## config.mk

```make
export PLATFORM = sky130hd
export DESIGN_NAME = requant_pack_flat
export DESIGN_NICKNAME = d
export VERILOG_FILES = /design/src/rtl/requant_pack_pkg.sv /design/src/rtl/requant_pack_if.sv /design/src/rtl/requant_fifo.sv /design/src/rtl/requant_pack.sv /design/src/flat_wrapper.sv
export SDC_FILE = /design/constraint.sdc
export NUM_CORES = 1
export LEC_CHECK = 0
export CORE_ASPECT_RATIO = 1.2
export CORE_MARGIN = 4
export CORE_UTILIZATION = 50
export DETAILED_ROUTE_END_ITERATION = 8
export PLACE_DENSITY = 0.77
export SLEW_MARGIN = 20
export SYNTH_ARGS = -nofsm -noshare
export SYNTH_HDL_FRONTEND = slang
export SYNTH_SLANG_ARGS = --single-unit
```

## constraint.sdc

```tcl
create_clock -name clk_i -period 9.98 [get_ports clk_i]
set_input_delay 2.994 -clock clk_i [delete_from_list [all_inputs] [get_ports clk_i]]
set_output_delay 2.994 -clock clk_i [all_outputs]
set_load 0.02 [all_outputs]
```

## src/rtl/requant_pack_pkg.sv

```systemverilog
// requant_pack_pkg: shared constants, types and saturation helper for requant variants.
// Rev 1.0
`default_nettype none

package requant_pack_pkg;

    localparam int unsigned OUT_W_DEF  = 8;
    localparam int unsigned PACK_N_DEF = 4;
    localparam int unsigned SHIFT_W    = 5;
    localparam int unsigned DATA_W     = 32;

    typedef logic [SHIFT_W-1:0] shift_t;

    // Clamp a 34-bit signed value to the signed range of a w-bit integer.
    function automatic logic signed [33:0] sat_s34(input logic signed [33:0] v,
                                                   input int unsigned        w);
        logic signed [33:0] hi;
        logic signed [33:0] lo;
        hi = (34'sd1 <<< (w - 1)) - 34'sd1;
        lo = -(34'sd1 <<< (w - 1));
        if (v > hi)
            return hi;
        else if (v < lo)
            return lo;
        else
            return v;
    endfunction

endpackage

`default_nettype wire

```

## src/rtl/requant_pack_if.sv

```systemverilog
// requant_pack_if: packed-word valid/ready bus towards the writeback port.
// Rev 1.0
`default_nettype none

interface requant_pack_if #(
    parameter int unsigned OUT_W  = 8,
    parameter int unsigned PACK_N = 4
);
    localparam int unsigned CNT_W = $clog2(PACK_N + 1);

    logic                      valid;
    logic                      ready;
    logic [PACK_N*OUT_W-1:0]   data;
    logic [CNT_W-1:0]          count;

    modport master (output valid, output data, output count, input ready);
    modport slave  (input valid, input data, input count, output ready);
endinterface

`default_nettype wire

```

## src/rtl/requant_fifo.sv

```systemverilog
// requant_fifo: synchronous FIFO with occupancy count; push is accepted when full if a pop happens the same cycle.
// Rev 1.0
`default_nettype none

module requant_fifo #(
    parameter int unsigned WIDTH = 35,
    parameter int unsigned DEPTH = 4
) (
    input  wire logic                       clk_i,
    input  wire logic                       rst_i,
    input  wire logic                       push_i,
    input  wire logic [WIDTH-1:0]           data_i,
    input  wire logic                       pop_i,
    output logic      [WIDTH-1:0]           data_o,
    output logic                            empty_o,
    output logic                            full_o,
    output logic      [$clog2(DEPTH):0]     count_o
);
    localparam int unsigned AW = $clog2(DEPTH);

    logic [WIDTH-1:0] mem_q [DEPTH];
    logic [AW-1:0]    wr_q;
    logic [AW-1:0]    rd_q;
    logic [AW:0]      cnt_q;
    logic             w_push;
    logic             w_pop;

    assign empty_o = (cnt_q == '0);
    assign full_o  = (cnt_q == (AW+1)'(DEPTH));
    assign count_o = cnt_q;
    assign data_o  = mem_q[rd_q];

    assign w_pop  = pop_i && !empty_o;
    assign w_push = push_i && (!full_o || w_pop);

    always_ff @(posedge clk_i or posedge rst_i) begin
        if (rst_i) begin
            wr_q  <= '0;
            rd_q  <= '0;
            cnt_q <= '0;
            for (int i = 0; i < int'(DEPTH); i++)
                mem_q[i] <= '0;
        end else begin
            if (w_push) begin
                mem_q[wr_q] <= data_i;
                wr_q        <= wr_q + 1'b1;
            end
            if (w_pop)
                rd_q <= rd_q + 1'b1;
            case ({w_push, w_pop})
                2'b10:   cnt_q <= cnt_q + 1'b1;
                2'b01:   cnt_q <= cnt_q - 1'b1;
                default: cnt_q <= cnt_q;
            endcase
        end
    end

endmodule

`default_nettype wire

```

## src/rtl/requant_pack.sv

```systemverilog
// requant_pack: shift/round, zero-point add, int saturate, lane packing and word FIFO.
// Optional macro REQUANT_ROUND_EN selects round-half-away-from-zero instead of floor. Rev 1.0
`default_nettype none

module requant_pack
    import requant_pack_pkg::*;
#(
    parameter int unsigned OUT_W      = OUT_W_DEF,
    parameter int unsigned PACK_N     = PACK_N_DEF,
    parameter int unsigned FIFO_DEPTH = 4
) (
    input  wire logic                  clk_i,
    input  wire logic                  rst_i,
    input  wire logic                  cfg_valid_i,
    input  wire shift_t                cfg_shift_i,
    input  wire logic [OUT_W-1:0]      cfg_zp_i,
    input  wire logic                  data_valid_i,
    input  wire logic [DATA_W-1:0]     data_i,
    input  wire logic                  flush_i,
    requant_pack_if.master             word_if,
    output logic                       overflow_o,
    output logic                       busy_o
);
    localparam int unsigned CNT_W  = $clog2(PACK_N + 1);
    localparam int unsigned WORD_W = PACK_N * OUT_W;

    shift_t                   shift_q;
    logic signed [OUT_W-1:0]  zp_q;
    logic                     s1_v_q;
    logic signed [32:0]       s1_y_q;
    logic                     s2_v_q;
    logic [OUT_W-1:0]         s2_lane_q;
    logic [WORD_W-1:0]        lanes_q, lanes_d;
    logic [CNT_W-1:0]         cnt_q, cnt_d;
    logic                     pk_v_q, pk_v_d;
    logic [WORD_W-1:0]        pk_word_q, pk_word_d;
    logic [CNT_W-1:0]         pk_cnt_q, pk_cnt_d;
    logic                     flush_pend_q, flush_pend_d;
    logic                     overflow_q;

    logic signed [32:0]       w_x;
    logic signed [32:0]       y_d;
    logic signed [33:0]       w_z;
    logic [WORD_W-1:0]        w_merged;
    logic                     w_drain;
    logic                     w_pop;
    logic [CNT_W+WORD_W-1:0]  w_fifo_out;
    logic                     w_fifo_empty;
    logic                     w_fifo_full;
    logic [$clog2(FIFO_DEPTH):0] w_fifo_count;

    assign w_x = {data_i[DATA_W-1], data_i};

`ifdef REQUANT_ROUND_EN
    logic signed [32:0] w_h;
    assign w_h = 33'sd1 <<< (shift_q - 1'b1);

    always_comb begin
        y_d = w_x;
        if (shift_q != '0) begin
            if (!w_x[32])
                y_d = (w_x + w_h) >>> shift_q;
            else
                y_d = (w_x + w_h - 33'sd1) >>> shift_q;
        end
    end
`else
    assign y_d = (shift_q == '0) ? w_x : (w_x >>> shift_q);
`endif

    assign w_z = 34'(s1_y_q) + 34'(zp_q);

    // Flush completes only once nothing is left upstream of the packer.
    assign w_drain = (flush_pend_q || flush_i) && !s1_v_q && !s2_v_q && !data_valid_i;

    always_comb begin
        w_merged     = lanes_q;
        lanes_d      = lanes_q;
        cnt_d        = cnt_q;
        pk_v_d       = 1'b0;
        pk_word_d    = pk_word_q;
        pk_cnt_d     = pk_cnt_q;
        flush_pend_d = flush_pend_q || flush_i;
        if (s2_v_q) begin
            for (int i = 0; i < int'(PACK_N); i++)
                if (cnt_q == CNT_W'(i))
                    w_merged[i*OUT_W +: OUT_W] = s2_lane_q;
            if (cnt_q == CNT_W'(PACK_N - 1)) begin
                pk_v_d    = 1'b1;
                pk_word_d = w_merged;
                pk_cnt_d  = CNT_W'(PACK_N);
                cnt_d     = '0;
                lanes_d   = '0;
            end else begin
                lanes_d = w_merged;
                cnt_d   = cnt_q + 1'b1;
            end
        end else if (w_drain) begin
            flush_pend_d = 1'b0;
            if (cnt_q != '0) begin
                pk_v_d    = 1'b1;
                pk_word_d = lanes_q;
                pk_cnt_d  = cnt_q;
                cnt_d     = '0;
                lanes_d   = '0;
            end
        end
    end

    always_ff @(posedge clk_i or posedge rst_i) begin
        if (rst_i) begin
            shift_q      <= '0;
            zp_q         <= '0;
            s1_v_q       <= 1'b0;
            s1_y_q       <= '0;
            s2_v_q       <= 1'b0;
            s2_lane_q    <= '0;
            lanes_q      <= '0;
            cnt_q        <= '0;
            pk_v_q       <= 1'b0;
            pk_word_q    <= '0;
            pk_cnt_q     <= '0;
            flush_pend_q <= 1'b0;
            overflow_q   <= 1'b0;
        end else begin
            if (cfg_valid_i && !busy_o) begin
                shift_q <= cfg_shift_i;
                zp_q    <= cfg_zp_i;
            end
            s1_v_q       <= data_valid_i;
            s1_y_q       <= y_d;
            s2_v_q       <= s1_v_q;
            s2_lane_q    <= OUT_W'(sat_s34(w_z, OUT_W));
            lanes_q      <= lanes_d;
            cnt_q        <= cnt_d;
            pk_v_q       <= pk_v_d;
            pk_word_q    <= pk_word_d;
            pk_cnt_q     <= pk_cnt_d;
            flush_pend_q <= flush_pend_d;
            if (pk_v_q && w_fifo_full && !w_pop)
                overflow_q <= 1'b1;
        end
    end

    requant_fifo #(
        .WIDTH (CNT_W + WORD_W),
        .DEPTH (FIFO_DEPTH)
    ) u_fifo (
        .clk_i   (clk_i),
        .rst_i   (rst_i),
        .push_i  (pk_v_q),
        .data_i  ({pk_cnt_q, pk_word_q}),
        .pop_i   (w_pop),
        .data_o  (w_fifo_out),
        .empty_o (w_fifo_empty),
        .full_o  (w_fifo_full),
        .count_o (w_fifo_count)
    );

    assign w_pop         = word_if.valid && word_if.ready;
    assign word_if.valid = !w_fifo_empty;
    assign word_if.data  = w_fifo_empty ? '0 : w_fifo_out[WORD_W-1:0];
    assign word_if.count = w_fifo_empty ? '0 : w_fifo_out[CNT_W+WORD_W-1:WORD_W];
    assign overflow_o    = overflow_q;
    assign busy_o        = s1_v_q || s2_v_q || (cnt_q != '0) || pk_v_q || flush_pend_q
                           || (w_fifo_count != '0);

endmodule

`default_nettype wire

```

## src/flat_wrapper.sv

```systemverilog
// flat-port wrapper written by rule: the top's interface ports become plain ports
module requant_pack_flat import requant_pack_pkg::*;
#(
    parameter int unsigned OUT_W      = OUT_W_DEF,
    parameter int unsigned PACK_N     = PACK_N_DEF,
    parameter int unsigned FIFO_DEPTH = 4
)
  (clk_i, rst_i, cfg_valid_i, cfg_shift_i, cfg_zp_i, data_valid_i, data_i, flush_i, overflow_o, busy_o, word_if_valid, word_if_data, word_if_count, word_if_ready);
  requant_pack_if #(.OUT_W(OUT_W), .PACK_N(PACK_N)) word_if_i ();
  input  wire logic clk_i;
  input  wire logic rst_i;
  input  wire logic cfg_valid_i;
  input  wire shift_t cfg_shift_i;
  input  wire logic [OUT_W-1:0] cfg_zp_i;
  input  wire logic data_valid_i;
  input  wire logic [DATA_W-1:0] data_i;
  input  wire logic flush_i;
  output logic overflow_o;
  output logic busy_o;
  output wire logic [$bits(word_if_i.valid)-1:0] word_if_valid;
  output wire logic [$bits(word_if_i.data)-1:0] word_if_data;
  output wire logic [$bits(word_if_i.count)-1:0] word_if_count;
  input wire logic [$bits(word_if_i.ready)-1:0] word_if_ready;
  assign word_if_valid = word_if_i.valid;
  assign word_if_data = word_if_i.data;
  assign word_if_count = word_if_i.count;
  assign word_if_i.ready = word_if_ready;
  requant_pack #(.OUT_W(OUT_W), .PACK_N(PACK_N), .FIFO_DEPTH(FIFO_DEPTH)) u_core (.clk_i(clk_i), .rst_i(rst_i), .cfg_valid_i(cfg_valid_i), .cfg_shift_i(cfg_shift_i), .cfg_zp_i(cfg_zp_i), .data_valid_i(data_valid_i), .data_i(data_i), .flush_i(flush_i), .word_if(word_if_i), .overflow_o(overflow_o), .busy_o(busy_o));
endmodule
```

# Yosys cells after proc, flatten, opt, wreduce, memory -nomap -nowiden
# Index checks and enable logic that the tools add are counted.
word_totals:
  reg_bits: 276
  latchBits: 0
  mem_bits_rw: 0
  romBits: 0
  in_bits: 51
  out_inout_bits: 38
  word_cells: 113
  memories: 0
op_classes:
  addsub: 6
  n_mul: 0
  n_div: 0
  n_lt_le_gt_ge: 5
  n_eq_ne: 7
  shifts: 1
  muxes: 38
  n_bitwise: 2
  n_reduce_logical: 34
ops:
  columns: ["operator", "n"]
  rows:
  - ["2-to-1 mux 32 bit", 9]
  - ["bitwise mux 140 bit", 1]
  - ["2-to-1 mux 35 bit", 3]
  - ["binary-select mux 35 bit (select 2 bit)", 1]
  - ["demux 35 bit (select 2 bit)", 1]
  - ["2-to-1 mux 8 bit", 6]
  - ["adder 33 x 8 -> 34 bit", 1]
  - ["> comparator 34 x 8 -> 1 bit, second input constant", 1]
  - ["less-than comparator 34 x 8 -> 1 bit, second input constant", 1]
  - ["2-to-1 mux 33 bit", 1]
  - [">>> shifter 32 x 5 -> 33 bit", 1]
  - ["2-to-1 mux 3 bit", 9]
  - ["logical AND 1 bit", 10]
  - ["zero test 1 bit", 7]
  - ["logical OR 1 bit", 7]
  - ["adder 3 x 1 -> 3 bit, second input constant", 2]
  - ["== test 3 x 2 -> 1 bit, second input constant", 2]
  - [">= comparator 3 bit, second input constant", 2]
  - ["zero test 3 bit", 2]
  - ["2-to-1 mux 1 bit", 6]
  - ["inverter 2 -> 3 bit", 2]
  - ["case mux 3 bit (2 select lines)", 1]
  - ["nonzero test 2 bit", 3]
  - ["nonzero test 3 bit", 2]
  - ["11 further kinds", 12]

# Longest topological paths before layout
# Gate-level depths: netlist of run 1.
depth:
  depth_word: 8
  mapped_depth: 13
  mapped_depth_nobuf: 13

# Modules after synthesis
# A second synthesis of run 1 with hierarchy kept.
hier_totals:
  cells_unflattened: 1326
  hier_area_um2: 15133.3
by_module_without_submodules:
  columns: ["module", "n_inst", "cells_each", "area_each_um2", "seq_area_each_um2"]
  rows:
  - ["requant_pack", 1, 949, 8642.0, 3203.1]
  - ["requant_fifo", 1, 377, 6491.2, 3678.5]

# Worst setup path after synthesis of run 1
# OpenSTA, ideal clock, no wires.
synth_path:
  path_kind: "reg-to-output"
  start: "reg u_core.u_fifo.rd_q[0]"
  end: "out word_if_data[10]"
  arrival_time_ns: 2.098
  t_required_ns: 6.986
  setup_slack_ns: 4.888
  path_stages_with_launch: 5
  path_buffers: 2
  path_cell_list: "dfrtp_1 > clkbuf_1 > buf_1 > mux4_2 > and2_1"
synth_via:
  elab_chain_len: 5
synth_rtl:
  columns: ["item", "line", "source"]
  rows:
  - ["start: declaration", "requant_fifo.sv:23", "logic [AW-1:0] rd_q;"]
  - ["start signal: assignment", "requant_fifo.sv:49", "rd_q <= rd_q + 1'b1;"]
  - ["inverter 2 -> 3 bit (implied by the code)", "requant_fifo.sv:31", "assign data_o = mem_q[rd_q];"]
  - ["binary-select mux 35 bit (select 2 bit)", "requant_fifo.sv:31", null]
  - ["2-to-1 mux 35 bit (implied by the code) (2 in series)", "requant_fifo.sv:31", null]
  - ["2-to-1 mux 32 bit", "requant_pack.sv:162", "assign word_if.data = w_fifo_empty ? '0 : w_fifo_out[WORD_W-1:0];"]
  - ["end: declaration", "flat_wrapper.sv:21", "output wire logic [$bits(word_if_i.data)-1:0] word_if_data;"]
# Every way passes these cells. The select of a mux whose other input is x is not followed.

# Worst setup path in the final report of run 1
layout_path:
  start: "reg u_core.u_fifo.rd_q[0]"
  end: "out word_if_data[22]"
# The elaborated chain is that of the path after synthesis.

==> impl_metrics.ini, run 1 <==
[global_routing]
use_met2 = 0.343
grt_pass1_vias = 10500
grt_overflow = 0
antenna_found_initial = 0
use_met1 = 0.249
grt_max_degree = 196
use_met3 = 0.0255
grt_pass1_wl_um = 52300
grt-busiest-layer = met2
track_usage = 0.195

[timing]
tightest_slew_ps = 1030
relSlewSlack = 0.311
setup_slack_ps = 4000
setup_viol = 0
fmax_ghz = 0.167
period_needed_ps = 5980
drv_slew = 0
final.setup_skew_ps = 19.4
rsz0062_at_grt = no
fin_crit_sh = 0.600
setup_tns_ps = 0
hold_viol_final = 0

[routing]
final_antenna_net_count = 0
drtPass1Iterations = 5
drc_errors = 0
drt_wl_total_um = 31200
vias = 10000
routed_via_density = 5.80
wl_per_cell_um = 18.0
dr.first_iter.drc_count = 470

[critical_path]
setup.worst_path.class = flip-flop to output pin
crit_buf_inv = 2
end_kind = output pin
worst-path-max-fanout = 27
crit_required_ps = 6990
path_cells = buf_4, mux4_2, and2_1, clkdlybuf4s50_1
reg2reg_to = u_core.s2_lane_q[5]$_DFF_PP0_
r2r-start = u_core.zp_q[7]$_DFFE_PP0P_
path_depth = 4
max_stage_delay_ps = 580
rrSetupSlack_ps = 5620
worstRegToRegCells = 11
worstPathArrival_ps = 2990
slowest_stage = dfrtp_2
cp_top_family = buffers and inverters
start_kind = flip-flop

[clock_tree]
cts_tree = built
root_buffer = clkbuf_16
cts-buffers-inserted = 29
clock_latency_ps = 550
cts_buffer_depth = 3
htreeDepth = 1
cts_resized = 0
cts.clk_slew.worst_paths_ps = 60
postCtsSetupBuffers = 0
hold_buffers = 0
cts.sink_count = 275

[finish]
drive_gt1_frac = 0.233
final_core_util = 0.585
antenna_cells = 0
stdcell_count = 1728
fin_nets = 1415
area_growth_pct = 14.3

[placement]
io_buffers = 88
dpl.hpwl_um = 21800
pre_cts_slack_ps = 4510
place_inst = 1674
gp_congestion = 0.908

[synthesis]
synth_top_cell_by_area = dfrtp_1
ys_seq_elements = 275
yosysWarnings = 0
ys_types = 80
synth-main-ff-cell = dfrtp_1
yosysSeqAreaShare = 0.463
syn_inst = 1259
syn_nets = 1353
postSynthAreaPerCell_sq_um = 11.8
yosys-top-cells-area = dfrtp_1 (46%), mux2_2 (13%), mux4_2 (7.4%)
synth_top_area_frac = 0.463
synth_edf_count = 0
syn_area_sq_mm = 0.0149
async_flop_share = 1.00

[power_and_ir_drop]
p_per_area_mw_per_mm2 = 282
switching_share = 0.356
p_comb_frac = 0.404
power.switching_mw = 1.71
internal-power_mw = 3.09
p_seq_frac = 0.384
ir_worst_vdd_mv = 0.160
power.share.clock = 0.213
p_leak_nw = 7.81

[die]
core_sq_mm = 0.0290
initial_core_util = 0.512
die_y_um = 197
num_io_pins = 89
fp.dieW_um = 165
placementRows = 68
dieArea_sq_mm = 0.0325

[worst_hold_path]
min_from = u_core.s1_v_q$_DFF_PP0_
whs_endpoint = u_core.s2_v_q$_DFF_PP0_
hp-class = flip-flop to flip-flop
whs_path_depth = 0

[run_status]
status = finished clean

[job]
maxCapViolCount = 0
## layer usage
metal	up-vias	part of all wire
met5	-	0
met4	0	0.031
met3	70	0.041
met2	219	0.51
met1	4975	0.42
li1	4757	-
## registers in the layout, indices dropped and copies added, names as in the netlist
| signal | flops |
|---|---|
| u_core.s2_v_q | 1 |
| u_core.u_fifo.wr_q | 2 |
| u_core.cnt_q | 3 |
| u_core.overflow_o | 1 |
| u_core.zp_q | 8 |
| u_core.pk_word_q | 32 |
| u_core.s1_v_q | 1 |
| u_core.pk_v_q | 1 |
| u_core.shift_q | 5 |
| u_core.pk_cnt_q | 3 |
| u_core.u_fifo.mem_q | 140 |
| u_core.u_fifo.rd_q | 2 |
| u_core.flush_pend_q | 1 |
| u_core.lanes_q | 32 |
| u_core.s1_y_q | 32 |
| u_core.s2_lane_q | 8 |
| u_core.u_fifo.count_o | 3 |
## cells in the final DEF (no fill, tap or decap), types with 11 or more instances in the layout
cell type	n
a211oi_1	14
a21o_1	11
a21oi_1	51
a22o_1	24
and2_1	47
clkbuf_16	29
clkdlybuf4s50_1	88
dfrtp_1	274
ha_1	41
inv_1	26
mux2_2	171
mux2i_1	64
mux4_2	49
nand2_1	103
nand3_1	17
nor2_1	41
o21ai_0	84
o21ai_1	13
xnor2_1	17
xor2_1	13
## cells in the mapped netlist, drive strengths merged (5+ instances only)
| cell | n |
|---|---|
| o21a | 5 |
| o21ai | 100 |
| a22o | 24 |
| a211oi | 15 |
| nand3 | 17 |
| nand2 | 105 |
| clkbuf | 51 |
| nand4 | 8 |
| nor3 | 9 |
| xor2 | 13 |
| dfrtp | 275 |
| a31oi | 5 |
| o31ai | 5 |
| and2 | 48 |
| nor2 | 41 |
| o211ai | 8 |
| mux2 | 171 |
| nor2b | 10 |
| mux2i | 64 |
| o21bai | 7 |
| ha | 41 |
| nand2b | 9 |
| xnor2 | 17 |
| a21o | 12 |
| mux4 | 49 |
| a21oi | 55 |
| buf | 17 |
| inv | 29 |
## worst max path at each step
stage	from	to	slack, ps
final	u_core.u_fifo.rd_q[0]$_DFFE_PP0P_	word_if_data[22]	4000
after global routing	u_core.u_fifo.rd_q[0]$_DFFE_PP0P_	word_if_data[22]	3800
after CTS	u_core.u_fifo.rd_q[0]$_DFFE_PP0P_	word_if_data[22]	3930
after detailed placement	u_core.u_fifo.rd_q[0]$_DFFE_PP0P_	word_if_data[30]	4510
after global placement	u_core.u_fifo.rd_q[0]$_DFFE_PP0P_	word_if_data[30]	4530
after floorplan	rst_i	u_core.cnt_q[0]$_DFFE_PP0P_	3350
## kinds of logic (layout without fill, tap and decap cells)
group | count (synthesis) | count (layout) | synth area share
AOI/OAI and AO/OA | 263 | 263 | 0.118
muxes | 284 | 284 | 0.247
DFF | 275 | 275 | 0.463
xor gates and xnor gates | 30 | 30 | 0.0177
adders and majority gates | 43 | 43 | 0.0372
buffers and inverters | 97 | 181 | 0.0266
and+or+nand+nor | 267 | 267 | 0.0900
## metrics by stage
stage | hold slack [ps] | power (mW) | area, sq um
floorplan | 397 | 3.21 | 14900
finish | 426 | 4.79 | 17000
global placement | 409 | 3.71 | 16000
CTS | 432 | 4.83 | 16900
global route | 441 | 5.11 | 17000
detailed placement | 421 | 3.78 | 16000
## cell type report
cell class / instances / area (sq um)
Fill cell: 2338 / 12000
Multi-Input combinational cell: 887 / 7590
Sequential cell: 275 / 6880
Timing Repair Buffer: 99 / 996
Clock buffer: 43 / 838
Tap cell: 385 / 482
Inverter: 29 / 113
Clock inverter: 10 / 82.6
## power by group through the flow
stage	Sequential, mW	Combinational, mW	Clock (mW)
finish	1.84	1.93	1.02
detailed placement	1.85	1.93	0
floorplan	1.71	1.49	0
global placement	1.82	1.89	0
CTS	1.84	1.95	1.05
global route	1.89	2.13	1.10
No activity file was read; power rests on OpenSTA's default activity.
==> run 2, diff against run 1 <==
- PLACE_DENSITY: 0.77 -> 0.74
- clock period: 9.98 -> 5.85 ns (I/O delays scaled with it)
==> impl_metrics.ini, run 2 (synthesis results as in run 1) <==
[finish]
multi_input_area_sq_mm = 0.00758
area_growth_pct = 15.0
ff_latch_area_sq_mm = 0.00688
largest-register = u_core.u_fifo.mem_q
largest_reg_flops = 140
fillers = 2371
finalInstanceArea_sq_mm = 0.0171
final_core_util = 0.589
layout_common_cells = dfrtp_1 (274), mux2_2 (171), nand2_1 (103)
drive_gt1_frac = 0.239
antenna_cells = 0
fin_nets = 1418
final_common_cell = dfrtp_1

[routing]
vias = 10100
drtPass1Iterations = 5
dr.first_iter.drc_count = 519
drc_errors = 0
wl_per_cell_um = 18.5
final_antenna_net_count = 0
routed_via_density = 5.82
drt_wl_total_um = 32100

[critical_path]
path_cells = buf_4, mux4_2, and2_1, clkdlybuf4s50_1
crit_required_ps = 4090
end_kind = output pin
crit_buf_inv = 2
cp_top_family = buffers and inverters
max_stage_delay_ps = 840
setup.worst_path.class = flip-flop to output pin
worst-path-max-fanout = 22
worstPathArrival_ps = 3030
slowest_stage = dfrtp_2
start_kind = flip-flop
rrSetupSlack_ps = 1580

[clock_tree]
cts_buffer_depth = 3
cts_resized = 0
cts-buffers-inserted = 28
root_buffer = clkbuf_16
cts.sink_count = 275
hold_buffers = 0
clock_latency_ps = 550
cts.clk_slew.worst_paths_ps = 60
cts_tree = built
postCtsSetupBuffers = 0
htreeDepth = 1

[placement]
dpl.hpwl_um = 22900
postPlaceCellArea_sq_mm = 0.0161
gp_congestion = 0.961
io_buffers = 88

[power_and_ir_drop]
p_leak_nw = 7.86
internal-power_mw = 5.44
power.share.clock = 0.229
ir_worst_vdd_mv = 0.293
p_comb_frac = 0.394
p_per_area_mw_per_mm2 = 490
switching_share = 0.349
p_seq_frac = 0.377
power.switching_mw = 2.92

[die]
dieArea_sq_mm = 0.0325
num_io_pins = 89
core_sq_mm = 0.0290
initial_core_util = 0.512
placementRows = 68
fp.dieW_um = 165
die_y_um = 197

[timing]
setup_viol = 0
fin_crit_sh = 0.817
relSlewSlack = 0.376
tightest_slew_ps = 936
period_needed_ps = 4780
rsz0062_at_grt = no
final.setup_skew_ps = 25.7
hold_viol_final = 0
fmax_ghz = 0.209
hold_slack_ps = 436
setup_tns_ps = 0
drv_slew = 0

[run_status]
status = finished clean

[global_routing]
grt_pass1_wl_um = 53300
antenna_found_initial = 0
track_usage = 0.199
grt_max_degree = 192
grt_overflow = 0
grt_pass1_vias = 10400

[worst_hold_path]
hp-class = flip-flop to flip-flop

[job]
maxCapViolCount = 0
## run 2: power groups by stage
stage,logic (mW),clock network [mW],registers [mW]
global route,3.62,2.03,3.25
detailed placement,3.29,0,3.18
CTS,3.32,1.95,3.16
floorplan,2.54,0,2.92
finish,3.30,1.91,3.15
global placement,3.22,0,3.14
## run 2: per-layer routing
metal,global-route usage,wire length (um),vias up
met2,0.364,16700,193
li1,-,-,4739
met5,0,0,-
met1,0.253,13600,5084
met4,0.0416,612,0
met3,0.0253,1190,50
## run 2: metrics by stage
step                instances  total power [mW]  setup slack, ps
floorplan                1259              5.47              458
global placement         1678              6.36             1600
detailed placement       1678              6.48             1580
CTS                      1729              8.43             1000
global route             1730              8.90              863
finish                   1730              8.36             1070
## run 2: final timing paths
| kind | start | endpoint | cells after the start |
|---|---|---|---|
| max | u_core.u_fifo.rd_q[0]$_DFFE_PP0P_ | word_if_data[28] | 4 |
| min | u_core.s1_v_q$_DFF_PP0_ | u_core.s2_v_q$_DFF_PP0_ | 0 |
| max reg2reg | u_core.zp_q[7]$_DFFE_PP0P_ | u_core.s2_lane_q[3]$_DFF_PP0_ | 11 |
| min reg2reg | u_core.s1_v_q$_DFF_PP0_ | u_core.s2_v_q$_DFF_PP0_ | 0 |
| max in group asynchronous | rst_i | u_core.u_fifo.mem_q[97]$_DFFE_PP0P_ | 4 |
| min in group asynchronous | rst_i | u_core.cnt_q[0]$_DFFE_PP0P_ | 3 |
## run 2: final cells by class
type,instances,share of cell area
Inverter,29,0.00659
Clock inverter,19,0.0156
Clock buffer,32,0.0431
Timing Repair Buffer,103,0.0600
Sequential cell,275,0.403
Multi-Input combinational cell,887,0.444
Tap cell,385,0.0282
==> run 3, diff against run 2 <==
- clock period: 5.85 -> 4.5 ns (I/O delays scaled with it)
==> impl_metrics.ini, run 3 (synthesis results as in run 1) <==
[critical_path]
end_kind = flip-flop
reg2reg_to = u_core.s2_lane_q[5]$_DFF_PP0_
worstRegToRegCells = 11
crit_required_ps = 4900
r2r-start = u_core.zp_q[7]$_DFFE_PP0P_
setup.worst_path.end = u_core.s2_lane_q[5]$_DFF_PP0_
worstPathArrival_ps = 4490
setup.worst_path.class = flip-flop to flip-flop
worst-path-max-fanout = 15
start_kind = flip-flop
setup.worst_path.start = u_core.zp_q[7]$_DFFE_PP0P_
rrSetupSlack_ps = 400

[clock_tree]
cts-buffers-inserted = 27
postCtsSetupBuffers = 0
cts.sink_count = 275
root_buffer = clkbuf_16
cts_tree = built
htreeDepth = 1
cts_resized = 0
clock_latency_ps = 540
cts.clk_slew.worst_paths_ps = 70
cts_buffer_depth = 3
hold_buffers = 0

[job]
maxCapViolCount = 0

[finish]
drive_gt1_frac = 0.233
finalInstanceArea_sq_mm = 0.0170
fillers = 2346
final_common_cell = dfrtp_1
area_growth_pct = 14.5
layout_common_cells = dfrtp_1 (274), mux2_2 (171), nand2_1 (103)
fin_nets = 1418
largest-register = u_core.u_fifo.mem_q
largest_reg_flops = 140
antenna_cells = 0

[routing]
vias = 9988
drc_errors = 0
dr.first_iter.drc_count = 576
routed_via_density = 5.79
wl_per_cell_um = 18.1
drtPass1Iterations = 4
drt_wl_total_um = 31300
final_antenna_net_count = 0

[timing]
final.setup_skew_ps = 22.8
setup_viol = 0
hold_viol_final = 0
tightest_slew_ps = 919
fin_crit_sh = 0.910
period_needed_ps = 4100
drv_slew = 0
rsz0062_at_grt = no
fmax_ghz = 0.244
relSlewSlack = 0.387

[worst_hold_path]
hp-class = flip-flop to flip-flop

[power_and_ir_drop]
p_leak_nw = 7.81
p_total_mw = 10.6
ir_worst_vdd_mv = 0.328
p_per_area_mw_per_mm2 = 623

[die]
placementRows = 68
dieArea_sq_mm = 0.0325
core_sq_mm = 0.0290
num_io_pins = 89
die_y_um = 197
initial_core_util = 0.512
fp.dieW_um = 165

[global_routing]
grt_pass1_wl_um = 52500
antenna_found_initial = 0
grt_max_degree = 74
track_usage = 0.197
grt_overflow = 0
grt_pass1_vias = 10200

[run_status]
status = finished clean

[placement]
postPlaceCellArea_sq_mm = 0.0161
gp_congestion = 0.911
io_buffers = 88
dpl.hpwl_um = 22100
==> run 3: cell count changes in the layout (fill, tap and decap cells not counted), sizes merged <==
cell | previous run | this run
clkbuf | 32 | 39
clkinv | 11 | 4
bufinv | 6 | 2
buf | 15 | 16
clkinvlp | 2 | 1
==> run 3: critical path, cell delays in order, from the launching register on <==
cell and delay (ps):
dfrtp_1 580, ha_1 570, nand4_1 190, o221a_2 340, or2_1 250, a31oi_1 220, nor2_1 100, xnor2_1 140
or4_1 500, or4_4 500, o31ai_4 440, o21ai_1 120
==> run 3: area by class of cell <==
class / instances / area (sq um) / share of cell area
inverter: 29 / 113 / 0.00662
clock inverter: 7 / 100 / 0.00589
tap: 385 / 482 / 0.0283
timing repair buffer: 104 / 1080 / 0.0633
sequential: 275 / 6880 / 0.405
multi-input combinational: 887 / 7580 / 0.446
clock buffer: 39 / 771 / 0.0453
==> run 3: worst min-delay path by stage <==
stage	end	cells after the start	from
3_3_place_gp	u_core.s2_v_q$_DFF_PP0_	0	u_core.s1_v_q$_DFF_PP0_
2_1_floorplan	u_core.s2_v_q$_DFF_PP0_	0	u_core.s1_v_q$_DFF_PP0_
5_1_grt	u_core.s2_v_q$_DFF_PP0_	0	u_core.s1_v_q$_DFF_PP0_
6_report	u_core.s2_v_q$_DFF_PP0_	0	u_core.s1_v_q$_DFF_PP0_
4_1_cts	u_core.s2_v_q$_DFF_PP0_	0	u_core.s1_v_q$_DFF_PP0_
3_5_place_dp	u_core.s2_v_q$_DFF_PP0_	0	u_core.s1_v_q$_DFF_PP0_
==> run 3: layer usage <==
metal	wire length, um	track usage	vias up
li1	-	-	4759
met1	13400	0.257	4986
met2	16100	0.348	189
met3	932	0.0190	54
met4	873	0.0593	0
met5	0	0	-
==> run 3: per-stage QoR <==
| stage | util | setup WS (ps) | hold slack [ps] | setup TNS [ps] | cells |
|---|---|---|---|---|---|
| 2_1_floorplan | - | -487 | 397 | -134030 | 1259 |
| 3_3_place_gp | 0.556 | 497 | 408 | 0 | 1680 |
| 3_5_place_dp | 0.556 | 431 | 419 | 0 | 1680 |
| 4_1_cts | 0.586 | 376 | 438 | 0 | 1726 |
| 5_1_grt | 0.586 | 163 | 460 | 0 | 1726 |
| 6_report | 0.586 | 403 | 436 | 0 | 1726 |
==> run 3: power breakdown <==
group          total [mW]  internal [mW]  switching (mW)  leakage, nW
logic                4.33           2.20            2.13         3.81
clock network        2.22           1.30           0.921        0.431
registers            4.05           3.37           0.675         3.57
total                10.6           6.87            3.73         7.81
